--- config.mk ---
export PLATFORM = sky130hd
export DESIGN_NAME = regfile_scoreboard
export DESIGN_NICKNAME = d
export VERILOG_FILES = /design/src/rtl/regfile_pkg.sv /design/src/rtl/regfile_scoreboard_sb_counter.sv /design/src/rtl/regfile_scoreboard.sv
export SDC_FILE = /design/constraint.sdc
export NUM_CORES = 2
export LEC_CHECK = 0
export BUFFER_PORTS_ARGS = -buffer_cell sky130_fd_sc_hd__buf_2
export CORE_ASPECT_RATIO = 0.5
export CORE_MARGIN = 5
export CORE_UTILIZATION = 30
export CTS_CLUSTER_SIZE = 10
export DETAILED_ROUTE_END_ITERATION = 10
export GPL_TIMING_DRIVEN = 0
export RECOVER_POWER = 50
export SLEW_MARGIN = 20
export SYNTH_ARGS = -nofsm -noshare
export SYNTH_HDL_FRONTEND = slang
export SYNTH_SLANG_ARGS = --single-unit
--- constraint.sdc ---
create_clock -name sys_clk -period 7 [get_ports sys_clk]
set_clock_uncertainty 0.2 [all_clocks]
set_input_delay 0.7 -clock sys_clk [delete_from_list [all_inputs] [get_ports sys_clk]]
set_output_delay 0.7 -clock sys_clk [all_outputs]
set_load 0.005 [all_outputs]
--- src/rtl/regfile_pkg.sv ---
// Shared constants and types for the scoreboarded register file.
// Build option: REGFILE_SB_FLUSH_EN adds a scoreboard flush input.
package regfile_pkg;

  localparam int XLEN_DEF   = 32;
  localparam int NREGS_DEF  = 32;
  localparam int PEND_W_DEF = 2;

  localparam int REG_ZERO = 0;
  localparam int REG_RA   = 31;

  typedef logic [PEND_W_DEF-1:0] pend_t;

  function automatic int aw_of(input int n);
    int w;
    w = 0;
    while ((1 << w) < n) w++;
    return w;
  endfunction

endpackage

--- src/rtl/regfile_scoreboard_sb_counter.sv ---
// One pending-write counter for a single architectural register.
// Saturating up/down; flush clears it; a decrement at zero is dropped.
module sb_counter #(
  parameter int W = 2
) (
  input  logic         sys_clk,
  input  logic         rst_n,
  input  logic         inc,
  input  logic         dec,
  input  logic         flush,
  output logic [W-1:0] count
);

  localparam logic [W-1:0] CMAX = '1;

  logic dec_ok;
  logic inc_ok;

  assign dec_ok = dec && (count != '0);
  assign inc_ok = inc && (count != CMAX);

  // a decrement and an increment landing together cancel out
  always_ff @(posedge sys_clk or negedge rst_n) begin
    if (!rst_n) begin
      count <= '0;
    end else if (flush) begin
      count <= '0;
    end else if (inc && !dec_ok) begin
      if (inc_ok) count <= count + 1'b1;
    end else if (dec_ok && !inc) begin
      count <= count - 1'b1;
    end
  end

endmodule

--- src/rtl/regfile_scoreboard.sv ---
// Decode-stage register file with write-through bypass and a
// pending-write scoreboard. Build option: REGFILE_SB_FLUSH_EN.
module regfile_scoreboard
  import regfile_pkg::*;
#(
  parameter int XLEN   = XLEN_DEF,
  parameter int NREGS  = NREGS_DEF,
  parameter int AW     = aw_of(NREGS),
  parameter int NRD    = 2,
  parameter int PEND_W = PEND_W_DEF
) (
  input  logic              sys_clk,
  input  logic              rst_n,
`ifdef REGFILE_SB_FLUSH_EN
  input  logic              flush_i,
`endif
  input  logic              issue_valid_i,
  output logic              issue_ready_o,
  input  logic [NRD*AW-1:0] src_id_i,
  input  logic [NRD-1:0]    src_en_i,
  input  logic              dst_en_i,
  input  logic [AW-1:0]     dst_id_i,
  output logic [NRD*XLEN-1:0] rd_data_o,
  input  logic              wb_en_i,
  input  logic [AW-1:0]     wb_id_i,
  input  logic [XLEN-1:0]   wb_data_i,
  output logic              busy_o
);

  localparam logic [AW-1:0]     RZ    = AW'(REG_ZERO);
  localparam logic [PEND_W-1:0] P_ONE = PEND_W'(1);
  localparam logic [PEND_W-1:0] P_MAX = '1;

  logic [XLEN-1:0]   regs [NREGS];
  logic [PEND_W-1:0] pend [NREGS];

  logic flush;
  logic fire;
  logic src_haz;
  logic dst_haz;
  logic [AW-1:0] sid;
  logic [AW-1:0] rid;

`ifdef REGFILE_SB_FLUSH_EN
  assign flush = flush_i;
`else
  assign flush = 1'b0;
`endif

  assign pend[0] = '0;

  genvar r;
  generate
    for (r = 1; r < NREGS; r++) begin : g_cnt
      sb_counter #(.W(PEND_W)) u_cnt (
        .sys_clk (sys_clk),
        .rst_n   (rst_n),
        .inc     (fire && dst_en_i && dst_id_i == AW'(r)),
        .dec     (wb_en_i && wb_id_i == AW'(r)),
        .flush   (flush),
        .count   (pend[r])
      );
    end
  endgenerate

  // architectural state; x0 is never written
  always_ff @(posedge sys_clk or negedge rst_n) begin
    if (!rst_n) begin
      for (int i = 0; i < NREGS; i++) regs[i] <= '0;
    end else if (wb_en_i && wb_id_i != RZ) begin
      regs[wb_id_i] <= wb_data_i;
    end
  end

  // read ports with same-cycle writeback bypass
  always_comb begin
    rd_data_o = '0;
    rid = '0;
    for (int k = 0; k < NRD; k++) begin
      rid = src_id_i[k*AW +: AW];
      if (rid == RZ)
        rd_data_o[k*XLEN +: XLEN] = '0;
      else if (wb_en_i && wb_id_i == rid)
        rd_data_o[k*XLEN +: XLEN] = wb_data_i;
      else
        rd_data_o[k*XLEN +: XLEN] = regs[rid];
    end
  end

  // RAW check; the last outstanding write arriving now is not a hazard
  always_comb begin
    src_haz = 1'b0;
    sid = '0;
    for (int k = 0; k < NRD; k++) begin
      sid = src_id_i[k*AW +: AW];
      if (src_en_i[k] && sid != RZ && pend[sid] != '0 &&
          !(pend[sid] == P_ONE && wb_en_i && wb_id_i == sid))
        src_haz = 1'b1;
    end
  end

  // WAW check: stall only when the destination counter is saturated
  always_comb begin
    dst_haz = dst_en_i && dst_id_i != RZ &&
              pend[dst_id_i] == P_MAX &&
              !(wb_en_i && wb_id_i == dst_id_i);
  end

  assign issue_ready_o = !src_haz && !dst_haz && !flush;
  assign fire = issue_valid_i && issue_ready_o;

  // busy whenever any register has a write in flight
  always_comb begin
    busy_o = 1'b0;
    for (int i = 1; i < NREGS; i++)
      busy_o = busy_o | (pend[i] != '0);
  end

endmodule

==> flow_metrics.tcl <==
set metrics [dict create \
    status "finished with violations" \
    violations "max-capacitance violations, max-slew violations, negative setup slack" \
    gp_congestion 0.986 \
    dieArea_sq_mm 0.211 \
    gr-total-overflow 0 \
    syn_nets 4734 \
    placed_cell_area_sq_mm 0.0651 \
    ys_warn_count 0 \
    cts_root_buffer "clkbuf_16" \
    wl_per_cell_um 34.3 \
    cts_max_path_buffers 3 \
    multi_input_area_sq_mm 0.0314 \
    path_buf_inv 7 \
    grt_antenna_before_repair 24 \
    finalSetupViolations 4 \
    async_flop_share 1.00 \
    postSynthAreaPerCell_sq_um 12.9 \
    grt_max_degree 133 \
    nNetsFinal 4998 \
    grt_pass1_vias 45087 \
    slowest_delay_ns 0.67 \
    path_cells "buf_2, buf_2, buf_2, clkbuf_1, clkbuf_2, nor2_1, clkbuf_1, a221oi_1, nor2_1, o21ai_0, o211ai_1, a21oi_1, buf_2" \
    hp-class "in2reg" \
    ys_dominant_reg_cell "dfrtp_1" \
    drc 0 \
    area_delta_synth_final_pct 12.7 \
    fp.dieW_um 645 \
    drtAntennaViolNets 0 \
    relSlewSlack -1.06 \
    dpl.hpwl_mm 188 \
    dp_cells 7469 \
    gr-usage-all-layers 0.242 \
    vias 46819 \
    fill_cells 19743 \
    end_kind "output port" \
    synth_seq_cells 1086 \
    final_cell_mix "dfrtp_1, mux2_2, nand2_1, mux4_2, clkbuf_1" \
    hold_start "wb_data_i[29]" \
    final_common_cell "dfrtp_1" \
    port_buffers 115 \
    drtPass1Iterations 8 \
    critPathKind "in2out" \
    wirelength_mm 262 \
    syn_area_sq_mm 0.0605 \
    syn_inst 4675 \
    worst_path_most_repeated_cell "buf_2" \
    final.period_utilization 1.01 \
    cp_slowest_cell "a21oi_1" \
    hold_viol_final 0 \
    cts_max_level 3 \
    fin_cells 7631 \
    synth_cell_types 71 \
    vdd_drop_max_uv 246 \
    worstSetupStartpointType "input pin" \
    drtIter0Drc 6798 \
    post-place-ws_ns 0.283 \
    critical-path-top-delay-family "buffers and inverters" \
    clk_pin_slew_ns 0.06 \
    grt_pass1_wl_mm 360 \
    m1WireLength_mm 94.7 \
    cts_tree "done" \
    fp-row-count 116 \
    fin_crit_ns 7.10 \
    worst_pin_slew_ns 3.09 \
    ys_seq_area_frac 0.449 \
    wl_met2_mm 108 \
    initial_core_util 0.302 \
    hold-worst-slack_ns 0.0239 \
    max_freq_ghz 0.141 \
    pin_count 125 \
    die_h_um 328 \
    clock_sinks 1086 \
    required_ns 6.10 \
    met3_length_mm 38.9 \
    crit_start "src_id_i[6]" \
    core_region_area_sq_mm 0.200 \
    synth_edf_count 0 \
    insertion_delay_ns 0.77 \
    post-cts-setup-buffer-count 0 \
    drv_cap 10 \
    design_area_sq_mm 0.0682 \
    r2r-start "g_cnt[2].u_cnt.count[0]" \
    vias_per_cell 6.14 \
    topRoutingLayerUsed "met5" \
    power.density_mw_per_mm2 274 \
    cts_made_buffers 121 \
    arrival_ns 6.20 \
    seqCellArea_sq_mm 0.0272 \
    cp_max_fo 10 \
    rsz0062_at_grt "false" \
    drive_gt1_frac 0.367 \
    fin_setup_tns_ns -0.264 \
    finalWorstSetupSlack_ns -0.0957 \
    drv_slew 623 \
    leakagePower_uw 0.0292 \
]
-- Yosys cell counts, types with 7 or more instances --
library cell,n,share of area
dfrtp_1,1086,0.45
mux2_2,822,0.15
nand2_1,771,0.048
mux4_2,567,0.21
clkbuf_1,361,0.022
mux2i_1,173,0.029
nor2_1,151,0.0094
o21ai_0,85,0.0070
a21oi_1,76,0.0063
buf_1,68,0.0042
o211ai_1,58,0.0072
a211oi_1,45,0.0056
buf_2,39,0.0032
nand3_1,39,0.0032
a221oi_1,38,0.0055
a22oi_1,34,0.0042
xnor2_1,24,0.0035
nor4_1,21,0.0022
nand4_1,17,0.0018
xor2_1,17,0.0025
inv_1,16,0.00099
nor2b_1,16,0.0017
nand2b_1,10,0.0010
o31ai_1,9,0.0011
a21boi_0,8,0.00099
and2_1,8,0.00083
nor3_1,8,0.00066
nand3b_1,7,0.00087
o22a_1,7,0.0010
-- state kept, by name, indices dropped and copies added (netlist names) --
name and flops:
regs 1024, g_cnt.u_cnt.count 62
-- worst reg2reg max path: stages (launching register included) --
cell	delay, ns
dfrtp_1	0.36
clkbuf_1	0.24
mux2_2	0.37
a221oi_1	0.33
nor3_1	0.08
o2111ai_1	0.30
o211ai_1	0.18
nor3_2	0.49
buf_2	0.35
buf_2	0.30
nand4_1	0.16
o211ai_1	0.22
o21ai_0	0.11
-- repair_timing --
action | 4_1_cts | 5_1_grt
resized for setup | 0 | 1
hold buffers | 1 | 0
hold endpoints to repair | 111 | 0
endpoints found under the setup margin | 0 | 1
-- per-layer routing --
metal  GRT usage  vias up
li1            -    17881
met1       0.299    24409
met2       0.341     3582
met3       0.112      933
met4       0.152       14
met5     0.00521        -
-- kinds of logic (layout without fill, tap and decap cells) --
family / count (synthesis) / count (layout) / synth area share
buffers and inverters: 495 / 785 / 0.0321
AO/OA/AOI/OAI: 393 / 393 / 0.0435
XOR/XNOR: 41 / 41 / 0.00593
multiplexers: 1566 / 1566 / 0.394
other: 0 / 11 / 0
AND/OR/NAND/NOR: 1094 / 1094 / 0.0759
flip-flops: 1086 / 1086 / 0.449
-- stage by stage --
step | util | total power (uW)
after floorplan | - | 11000
after global placement | 0.322 | 12600
after detailed placement | 0.325 | 12700
after CTS | 0.342 | 18500
after global routing | 0.341 | 19200
final | 0.341 | 18700
-- report_power, final --
group	switching (uW)	total, uW	internal (uW)
registers	928	8360	7430
clock network	2720	5870	3150
logic	2200	4470	2270
total	5850	18700	12900
-- final timing paths --
check | endpoint | slack [ns] | cells after the start
min in group asynchronous | regs[23] | 1.21 | 2
max in group asynchronous | regs[522] | 1.12 | 3
setup reg to reg | g_cnt[10].u_cnt.count[0] | 3.17 | 12
hold reg to reg | regs[997] | 0.27 | 1
hold / removal | regs[157] | 0.02 | 2
setup / recovery | rd_data_o[35] | -0.1 | 13
-- area by class of cell --
| type | instances | area share |
|---|---|---|
| plain buffers | 475 | 0.0292 |
| clock buffers | 141 | 0.0465 |
| diodes | 11 | 0.000403 |
| multi-input cells | 3094 | 0.461 |
| clock inverters | 8 | 0.00220 |
| well taps | 2655 | 0.0487 |
| inverters | 20 | 0.00110 |
| repair buffers | 141 | 0.0130 |
| flip-flops and latches | 1086 | 0.398 |
No activity file was read; power rests on OpenSTA's default activity.
